$ cat src/rtl/wdpm_pkg.sv
// wdpm_pkg: shared WDPM types, widths and the NOP instruction word
package wdpm_pkg;
  localparam int PC_W_DEF = 5;
  localparam int IR_W_DEF = 16;
  localparam logic [15:0] NOP_WORD = 16'hA000;
  typedef enum logic [3:0] {
    OP_ADD = 4'b0000,
    OP_SUB = 4'b0001,
    OP_AND = 4'b0010,
    OP_OR  = 4'b0011,
    OP_XOR = 4'b0100,
    OP_LD  = 4'b0101,
    OP_ST  = 4'b0110,
    OP_LDI = 4'b0111,
    OP_MOV = 4'b1000,
    OP_CMP = 4'b1001,
    OP_NOP = 4'b1010,
    OP_JMP = 4'b1011
  } opcode_t;
  typedef enum logic [2:0] {IDLE, FETCH, DECODE, EXEC, HALT} seq_state_t;
endpackage

$ cat src/rtl/seq_pc.sv
// seq_pc: program counter with sync clear, load and increment (clear > load > inc)
module seq_pc #(
  parameter int W = 5
) (
  input  logic         clk,
  input  logic         clr,
  input  logic         load,
  input  logic         inc,
  input  logic [W-1:0] load_val,
  output logic [W-1:0] pc
);
  always_ff @(posedge clk)
    pc <= clr ? '0 : load ? load_val : inc ? pc + 1'b1 : pc;
endmodule

$ cat src/rtl/seq_ctrl.sv
// seq_ctrl: WDPM instruction sequencer (fetch/decode/exec FSM, IR, fetch timeout)
module seq_ctrl
  import wdpm_pkg::*;
#(
  parameter int PC_W     = PC_W_DEF,
  parameter int IR_W     = IR_W_DEF,
  parameter int FETCH_TO = 15
) (
  input  logic            CLK,
  input  logic            RST,
  input  logic            START,
  input  logic            HALT_REQ,
  output logic            PM_REQ,
  output logic [PC_W-1:0] PM_ADDR,
  input  logic            PM_VALID,
  input  logic [IR_W-1:0] PM_RDATA,
  output logic [IR_W-1:0] IR,
  input  logic            JMP,
  input  logic [PC_W-1:0] JMP_ADDR,
  output logic            EXEC_EN,
  output logic [PC_W-1:0] PC,
  output logic            BUSY,
  output logic            HALTED,
  output logic            FETCH_ERR
);
  localparam int CNT_W = $clog2(FETCH_TO + 1);
  seq_state_t       state;
  logic [CNT_W-1:0] cnt;
  logic             in_exec;
  assign in_exec = state == EXEC;
  assign PM_ADDR = PC;
  seq_pc #(.W(PC_W)) u_pc (
    .clk      (CLK),
    .clr      (!RST),
    .load     (in_exec && JMP),
    .inc      (in_exec),
    .load_val (JMP_ADDR),
    .pc       (PC)
  );
  // the timeout fires on the FETCH_TO-th consecutive edge without valid; valid on that edge wins
  always_ff @(posedge CLK) begin
    if (!RST) begin
      state     <= IDLE;
      IR        <= IR_W'(NOP_WORD);
      PM_REQ    <= 1'b0;
      EXEC_EN   <= 1'b0;
      BUSY      <= 1'b0;
      HALTED    <= 1'b0;
      FETCH_ERR <= 1'b0;
      cnt       <= '0;
    end else begin
      case (state)
        IDLE: if (START) begin
          state  <= FETCH;
          PM_REQ <= 1'b1;
          BUSY   <= 1'b1;
        end
        FETCH: if (PM_VALID) begin
          IR     <= PM_RDATA;
          cnt    <= '0;
          PM_REQ <= 1'b0;
          state  <= DECODE;
        end else if (cnt == CNT_W'(FETCH_TO - 1)) begin
          FETCH_ERR <= 1'b1;
          PM_REQ    <= 1'b0;
          BUSY      <= 1'b0;
          HALTED    <= 1'b1;
          cnt       <= '0;
          state     <= HALT;
        end else begin
          cnt <= cnt + 1'b1;
        end
        DECODE: begin
          state   <= EXEC;
          EXEC_EN <= 1'b1;
        end
        EXEC: begin
          EXEC_EN <= 1'b0;
          if (HALT_REQ) begin
            state  <= HALT;
            BUSY   <= 1'b0;
            HALTED <= 1'b1;
          end else begin
            state  <= FETCH;
            PM_REQ <= 1'b1;
          end
        end
        HALT: if (START && !HALT_REQ) begin
          state  <= FETCH;
          PM_REQ <= 1'b1;
          BUSY   <= 1'b1;
          HALTED <= 1'b0;
        end
        default: state <= IDLE;
      endcase
    end
  end
endmodule

$ cat config.mk
export PLATFORM = sky130hd
export DESIGN_NAME = seq_ctrl
export DESIGN_NICKNAME = d
export VERILOG_FILES = /design/src/rtl/wdpm_pkg.sv /design/src/rtl/seq_pc.sv /design/src/rtl/seq_ctrl.sv
export SDC_FILE = /design/constraint.sdc
export NUM_CORES = 1
export LEC_CHECK = 0
export CAP_MARGIN = 40
export CORE_MARGIN = 2
export CORE_UTILIZATION = 47
export DETAILED_ROUTE_END_ITERATION = 10
export PLACE_DENSITY = 0.84
export RECOVER_POWER = 50
export SLEW_MARGIN = 20
export SYNTH_ARGS = -nofsm -noshare
export SYNTH_HDL_FRONTEND = slang
export SYNTH_SLANG_ARGS = --single-unit
$ cat constraint.sdc
create_clock -name CLK -period 3.4 [get_ports CLK]
set_input_delay 0.34 -clock CLK [delete_from_list [all_inputs] [get_ports CLK]]
set_output_delay 0.34 -clock CLK [all_outputs]
set_load 0.005 [all_outputs]
# Word level (Yosys, flattened, before mapping)
# Cells that the tools add are included.
word_totals:
  register_bits: 33
  inputBits: 27
  elab_cells: 63
op_classes:
  addsub: 2
  eq_ne: 12
  n_mux: 25
  bitwise: 1
  reduce_logical: 14
ops:
  columns: ["cell", "count"]
  rows:
  - ["$mux W3", 5]
  - ["$pmux W3 S5", 1]
  - ["$ne A2 B2 Y1 const B", 6]
  - ["$mux W1", 11]
  - ["$mux W5", 2]
  - ["$reduce_and A5 Y1", 2]
  - ["$mux W4", 2]
  - ["$pmux W1 S4", 2]
  - ["$eq A3 B2 Y1 const B", 2]
  - ["$reduce_and A3 Y1", 2]
  - ["$reduce_and A6 Y1", 1]
  - ["$add A5 B1 Y5 const B", 1]
  - ["$add A4 B1 Y4 const B", 1]
  - ["$eq A4 B4 Y1 const B", 1]
  - ["$reduce_bool A2 Y1", 2]
  - ["$reduce_bool A4 Y1", 1]
  - ["$eq A3 B1 Y1 const B", 1]
  - ["$eq A3 B3 Y1 const B", 1]
  - ["$logic_not A3 Y1", 1]
  - ["$ne A3 B3 Y1 const B", 1]
  - ["$pmux W1 S3", 1]
  - ["$reduce_bool A3 Y1", 1]
  - ["$logic_and A1 B1 Y1", 2]
  - ["$pmux W1 S2", 1]
  - ["other kinds (3)", 3]

# Depth between registers and ports, before layout
# Gate-level depths: netlist of run 1.
depth:
  word_depth: 4
  depth_mapped: 6
  depth_no_buf: 5

# Modules after synthesis
# A second synthesis of run 1 with hierarchy kept.
hier_totals:
  cells_unflattened: 183
  hier_area_um2: 1532.7
modules_own_cells:
  columns: ["module", "instances", "cells_per_inst", "area_each_um2"]
  rows:
  - ["seq_ctrl", 1, 155, 1276.2]
  - ["seq_pc", 1, 28, 256.5]

# Least setup slack after synthesis of run 1
# OpenSTA, ideal clock, no wires.
synth_timing:
  path_kind: "register to register"
  from: "register cnt[0]"
  to: "register cnt[3]"
  t_arrival_ps: 1413
  setup_slack_ps: 1894
  stages_incl_launch_ff: 6
  n_path_buf: 0
  period_less_slack_ps: 1506
  cell_sequence: "dfxtp_1 -> inv_1 -> ha_1 -> a31o_2 -> or3_1 -> o311ai_2"
synth_via:
  elab_chain_cells: 3
synth_lines:
  columns: ["element", "line_no", "source"]
  rows:
  - ["start: declaration", "seq_ctrl.sv:28", "logic [CNT_W-1:0] cnt;"]
  - ["start signal: assignment", "seq_ctrl.sv:71", "cnt <= cnt + 1'b1;"]
  - ["$add A4 B1 Y4 or $eq A4 B4 Y1 (tied branches)", "seq_ctrl.sv:71, seq_ctrl.sv:63", null]
  - ["$mux W4 (*)", "seq_ctrl.sv:63", "end else if (cnt == CNT_W'(FETCH_TO - 1)) begin"]
  - ["$mux W4 (*)", "seq_ctrl.sv:58", "FETCH: if (PM_VALID) begin"]
# Every way passes the cells marked *; elsewhere a longest branch is shown, timed or not.
# A chain may end at the register's enable or synchronous reset.

==> results of run 1 <==
==> per-layer routing <==
layer	part of all wire	vias up
met4	0.018	0
met5	0	-
met1	0.45	676
met2	0.47	45
met3	0.063	10
li1	-	755
==> sequential cells by signal, indices dropped and copies added, names as in the netlist <==
name and cells:
BUSY 1, FETCH_ERR 1, EXEC_EN 1, state 3, IR 16, PM_REQ 1, HALTED 1, u_pc.pc 5
cnt 4
==> how the worst min path moves through the flow <==
| stage | start | endpoint | slack [ns] | cells past startpoint |
|---|---|---|---|---|
| 6_report | IR[6]$_SDFFE_PN0P_ | IR[6]$_SDFFE_PN0P_ | 0.46 | 2 |
| 3_5_place_dp | IR[6]$_SDFFE_PN0P_ | IR[6]$_SDFFE_PN0P_ | 0.45 | 2 |
| 2_1_floorplan | IR[0]$_SDFFE_PN0P_ | IR[0]$_SDFFE_PN0P_ | 0.45 | 2 |
| 4_1_cts | IR[6]$_SDFFE_PN0P_ | IR[6]$_SDFFE_PN0P_ | 0.46 | 2 |
| 3_3_place_gp | IR[9]$_SDFFE_PN0P_ | IR[9]$_SDFFE_PN0P_ | 0.44 | 2 |
| 5_1_grt | IR[6]$_SDFFE_PN0P_ | IR[6]$_SDFFE_PN0P_ | 0.48 | 2 |
==> kinds of logic after synthesis <==
family	synth area share
muxes	0.0128
and+or+nand+nor	0.254
adders and majority gates	0.0241
DFF	0.424
buffers and inverters	0.0778
AOI/OAI and AO/OA	0.207
==> Yosys cell counts (all sizes together) (3+ instances only) <==
| library cell | number | share of area |
|---|---|---|
| o31a | 3 | 0.017 |
| buf | 9 | 0.044 |
| a31oi | 5 | 0.020 |
| nand2 | 43 | 0.10 |
| o21ai | 4 | 0.013 |
| dfxtp | 33 | 0.42 |
| nand3 | 10 | 0.032 |
| ha | 3 | 0.024 |
| o211ai | 3 | 0.014 |
| nor3 | 4 | 0.013 |
| or3 | 4 | 0.016 |
| inv | 4 | 0.0096 |
| clkbuf | 10 | 0.024 |
| nor2 | 4 | 0.0096 |
| a21oi | 21 | 0.072 |
==> critical path, stage by stage <==
cell	delay, ns
dlygate4sd3_1	0.52
clkbuf_1	0.57
inv_1	0.59
a21oi_1	0.26
a32o_1	0.19
==> metrics by stage <==
stage | setup WS [ns] | util | power, mW | hold slack (ns)
2_1_floorplan | 1.89 | - | 0.513 | 0.453
3_3_place_gp | 1.38 | 0.677 | 0.586 | 0.441
3_5_place_dp | 1.35 | 0.677 | 0.590 | 0.447
4_1_cts | 1.57 | 0.699 | 0.839 | 0.460
5_1_grt | 0.983 | 0.698 | 0.866 | 0.482
6_report | 1.20 | 0.698 | 0.829 | 0.456
==> where the power goes <==
part / leakage (nW) / switching, mW / total [mW] / internal, mW
sequential: 0.269 / 0.0191 / 0.427 / 0.408
combinational: 0.508 / 0.0648 / 0.147 / 0.0824
clock: 0.0413 / 0.135 / 0.255 / 0.120
total: 0.818 / 0.219 / 0.829 / 0.610
==> final cells by class <==
| type | count | area share |
|---|---|---|
| Inverter | 4 | 0.00693 |
| Timing Repair Buffer | 59 | 0.269 |
| Multi-Input combinational cell | 133 | 0.362 |
| Sequential cell | 33 | 0.305 |
| Clock buffer | 7 | 0.0300 |
| Tap cell | 44 | 0.0254 |
| Clock inverter | 1 | 0.00231 |
==> placed cells by master (no fill, tap or decap), types with 2 or more instances in the layout <==
cell and count:
nor3_1 4, a21oi_2 2, clkbuf_8 2, o31a_1 3, ha_1 3, nand3_1 10, clkbuf_4 5, o21ai_0 4
nand2_1 43, mux2i_1 2, dlygate4sd3_1 24, or3_1 4, nor2_1 4, inv_1 4, a21oi_1 19, o21a_1 2
nor3b_1 2, clkdlybuf4s50_1 33, dfxtp_1 33, a31oi_1 5, o211ai_1 3, nor2b_1 2
==> results.md, run 1 <==
* Status: completed
* Seq cells post-synth at 33
* Hold Path Class: flop to flop
* Fill cells at approximately 270
* Largest net degree at the start of global routing at 25
* CP Capture Point: state[2]$_SDFFE_PN0P_
* DP Area at 0.00210 mm2
* Resized cells post-CTS at 0
* Initial DRC Count at 108
* Remaining Overflow, GRT at 0
* Syn Inst Count at 189
* Finished Layout Cells at 281
* Clk sinks at 33
* Setup Viol. Count Final at 0
* Fmax at 455 MHz
* Clock Path Buffers at 2
* Startpoint Class: primary input
* Final #Nets at 266
* Port Buffer Count at 57
* Static leakage at around 0.82 nW
* Routability cong. at 0.817
* Worst relative slew slack at 0.472
* Vias in the first global route at about 1300
* Clock root buffer: clkbuf_4
* Number of flops mapped to enable cells by yosys at 0
* HPWL Detailed at 2490 um
* Register area share after synthesis at 0.424
* Leading register cell type out of synthesis: dfxtp_1
* R2R Path End: cnt[3]$_SDFFE_PN0P_
* Async SR Flop Fraction at 0
* CTS tree: yes
* Arrival @ worst endpoint at 2.48 ns
* Worst Skew at 0.00639 ns
* Die H at 61.6 um
* Critical path type: primary input to flop
* Max cap viols at 0
* First-pass DRT Iterations at 4
* DR vias at 1486
* Worst R2R Setup Slack at approximately 1.6 ns
* Syn Area/Cell at approximately 8.2 um2
* Net Count, Synth at 219
* Initial antenna violation count at 0
* FF-to-FF path depth at 3
* M1 GR Usage at 0.242
* Global-route wire length before repair at approximately 5600 um
* Routed wire length at 3620 um
* Total track usage at 0.200
* Starting Density at 0.502
* Grt met3 use at 0.0651
* Placed cell count at 273
* Core ar. at 0.00310 mm2
* Cts hold-fix bufs at 0
* Synth warn at 0
* M2 GR Usage at 0.316
* Wire per inst at 12.9 um
* Synthesis-to-layout area growth at 38.9%
* Number of core rows at 20
* Worst-path clk slew at 0.10 ns
* Residual DRC count at 0
* Die ar. at 0.00379 mm2
* Final hold viol count at 0
* Worst Tran Pin Value at 0.791 ns
* Area of the multi-input gates at 783 um2
* R2r startpoint: state[0]$_SDFFE_PN0P_
* RSZ-0062 raised after global routing: no
* Setup TNS at 0 ns
* Max-slew violation count at 0
* FF+latch area at 661 um2
* Worst setup EP type: flop
* Inserted Clock Buffers at 5
* Synthesized area at 0.00156 mm2
* IO Pins at 58
* Routed Antenna Nets at 0
* Gr busiest metal: met2
* PwrDens at 383 mW/mm2
* Htree depth at 2
* Via density at 5.29
* Critical Path RT at 3.69 ns
* Number of distinct library cells after synthesis at 44
* Min cycle time layout at 2.20 ns
* Clock Latency Late Sink at 0.34 ns
* Max IR drop VDD at 264 uV
* Fin area at approximately 0.0022 mm2
* CP startpoint: RST
* Die span in x at 61.6 um
* Crit path max fanout at 24
* Layout cells sized above 1 at 0.0633
* Antenna cells at 0
* Number of setup buffers added after CTS at 0
* Fin crit share at 0.646
Note: power is estimated with default switching activity, not from simulation.
==> run 2: changes to the inputs <==
- CORE_UTILIZATION: 47 -> 39
- PLACE_DENSITY: 0.84 -> 0.75
- clock period: 3.4 -> 1.8 ns (I/O delays scaled with it)
==> results.md, run 2 (synthesized netlist as in run 1, its figures left out) <==
* Status: completed
* Hold Path Class: primary input to flop
* Clock Latency Late Sink at 0.28 ns
* Slowest cell on the critical path: dfxtp_1
* Layout cells sized above 1 at 0.0861
* Initial antenna violation count at 0
* Number of setup buffers added after CTS at 0
* Placed cell count at ~280
* Die H at 67.2 um
* Routed Antenna Nets at 0
* CTS tree: yes
* Worst Skew at about 0.0054 ns
* Buf+Inv Stages, Crit Path at 1
* Resized cells post-CTS at 0
* Setup TNS at 0 ns
* Final WS setup at approximately 0.17 ns
* Core ar. at 0.00374 mm2
* Vias in the first global route at 1318
* Critical path type: flop to flop
* Residual DRC count at 0
* Fin area at 0.00224 mm2
* Static leakage at 0.847 nW
* Worst Tran Pin Value at 0.523 ns
* Die span in x at 67.2 um
* Leading cell type in the layout, fill and taps excluded: nand2_1
* Max stage delay on crit path at 0.39 ns
* Max cap viols at 0
* Biggest register: IR
* Htree depth at 2
* Number of flip-flops in the largest register at 16
* Layout Utilization at 0.597
* Inserted Clock Buffers at 5
* Die ar. at 0.00452 mm2
* Routed wire length at 3680 um
* IO Pins at slightly below 60
* Wire per inst at 12.6 um
* Dpl ws at between 0.1 and 0.15 ns
* Total track usage at 0.174
* Synthesis-to-layout area growth at 43.4%
* Delay-heaviest family, CP: compound AO/OA/AOI/OAI gates
* Arrival @ worst endpoint at 1.81 ns
* Routability cong. at around 0.75
* Clock Path Buffers at 2
* Startpoint Class: flop
* Initial DRC Count at 95
* Port Buffer Count at 57
* Finished Layout Cells at 292
* Number of core rows at 22
* Fmax at slightly above 600 MHz
* Worst relative slew slack at 0.652
* Max IR drop VDD at 498 uV
* RSZ-0062 raised after global routing: no
* Starting Density at 0.416
* Antenna cells at 0
* Setup Viol. Count Final at 0
* Critical Path RT at roughly 2.0 ns
* Final hold slack at 0.449 ns
* Area of the multi-input gates at 783 um2
* Min cycle time layout at 1.63 ns
* Cts hold-fix bufs at 0
* Via density at 5.09
* DP Area at 0.00216 mm2
* DR vias at roughly 1500
* Worst-path clk slew at 0.07 ns
* Largest net degree at the start of global routing at 17
* Remaining Overflow, GRT at 0
* Clk sinks at 33
* Crit path max fanout at 5
* Worst setup EP type: flop
* Fin crit share at 0.904
* Total power at roughly 1.6 mW
* Final hold viol count at 0
* FF+latch area at ~660 um2
* Final #Nets at 273
* First-pass DRT Iterations at 4
* Max-slew violation count at 0
* CP cell instances: inv_1 > ha_1 > a31o_2 > or3_1 > o311ai_2
* Biggest regs: IR (16), u_pc.pc (5), cnt (4)
* Clock root buffer: clkbuf_8
* Most frequent cells in the layout: 43 x nand2_1, 34 x clkdlybuf4s50_1, 33 x dfxtp_1, 23 x dlygate4sd3_1, 19 x a21oi_1
* PwrDens at 728 mW/mm2
* Fill cells at 345
* HPWL Detailed at approximately 2600 um
* Worst R2R Setup Slack at 0.17 ns
* Global-route wire length before repair at 5930 um
## run 2: path summary, 6_finish.rpt
path                       startpoint             endpoint  depth (start not counted)
setup / recovery  cnt[0]$_SDFFE_PN0P_  cnt[3]$_SDFFE_PN0P_                          5
hold / removal            PM_RDATA[5]   IR[5]$_SDFFE_PN0P_                          3
setup reg to reg  cnt[0]$_SDFFE_PN0P_  cnt[3]$_SDFFE_PN0P_                          5
hold reg to reg    IR[9]$_SDFFE_PN0P_   IR[9]$_SDFFE_PN0P_                          2
## run 2: tightest hold or removal path, delay by kind of cell
kind,cells,cell delay (ns)
AOI/OAI and AO/OA,1,0.05
buffers and inverters,1,0.40
and+or+nand+nor,1,0.06
## run 2: routing by layer
layer,wire [um],track usage
met2,1790,0.280
met3,177,0.0417
met1,1680,0.220
met4,34,0.0765
met5,0,0
## run 2: cell type report
cell class	instances	area share
flip-flops and latches	33	0.295
clock inverters	3	0.00783
clock buffers	5	0.0308
multi-input cells	133	0.350
repair buffers	66	0.282
inverters	4	0.00672
well taps	48	0.0269
## run 2: power breakdown
part / leakage [nW] / switching [mW] / total, mW / internal (mW)
clock network: 0.0439 / 0.265 / 0.531 / 0.266
registers: 0.269 / 0.0218 / 0.792 / 0.771
logic: 0.535 / 0.137 / 0.304 / 0.167
total: 0.847 / 0.424 / 1.63 / 1.20
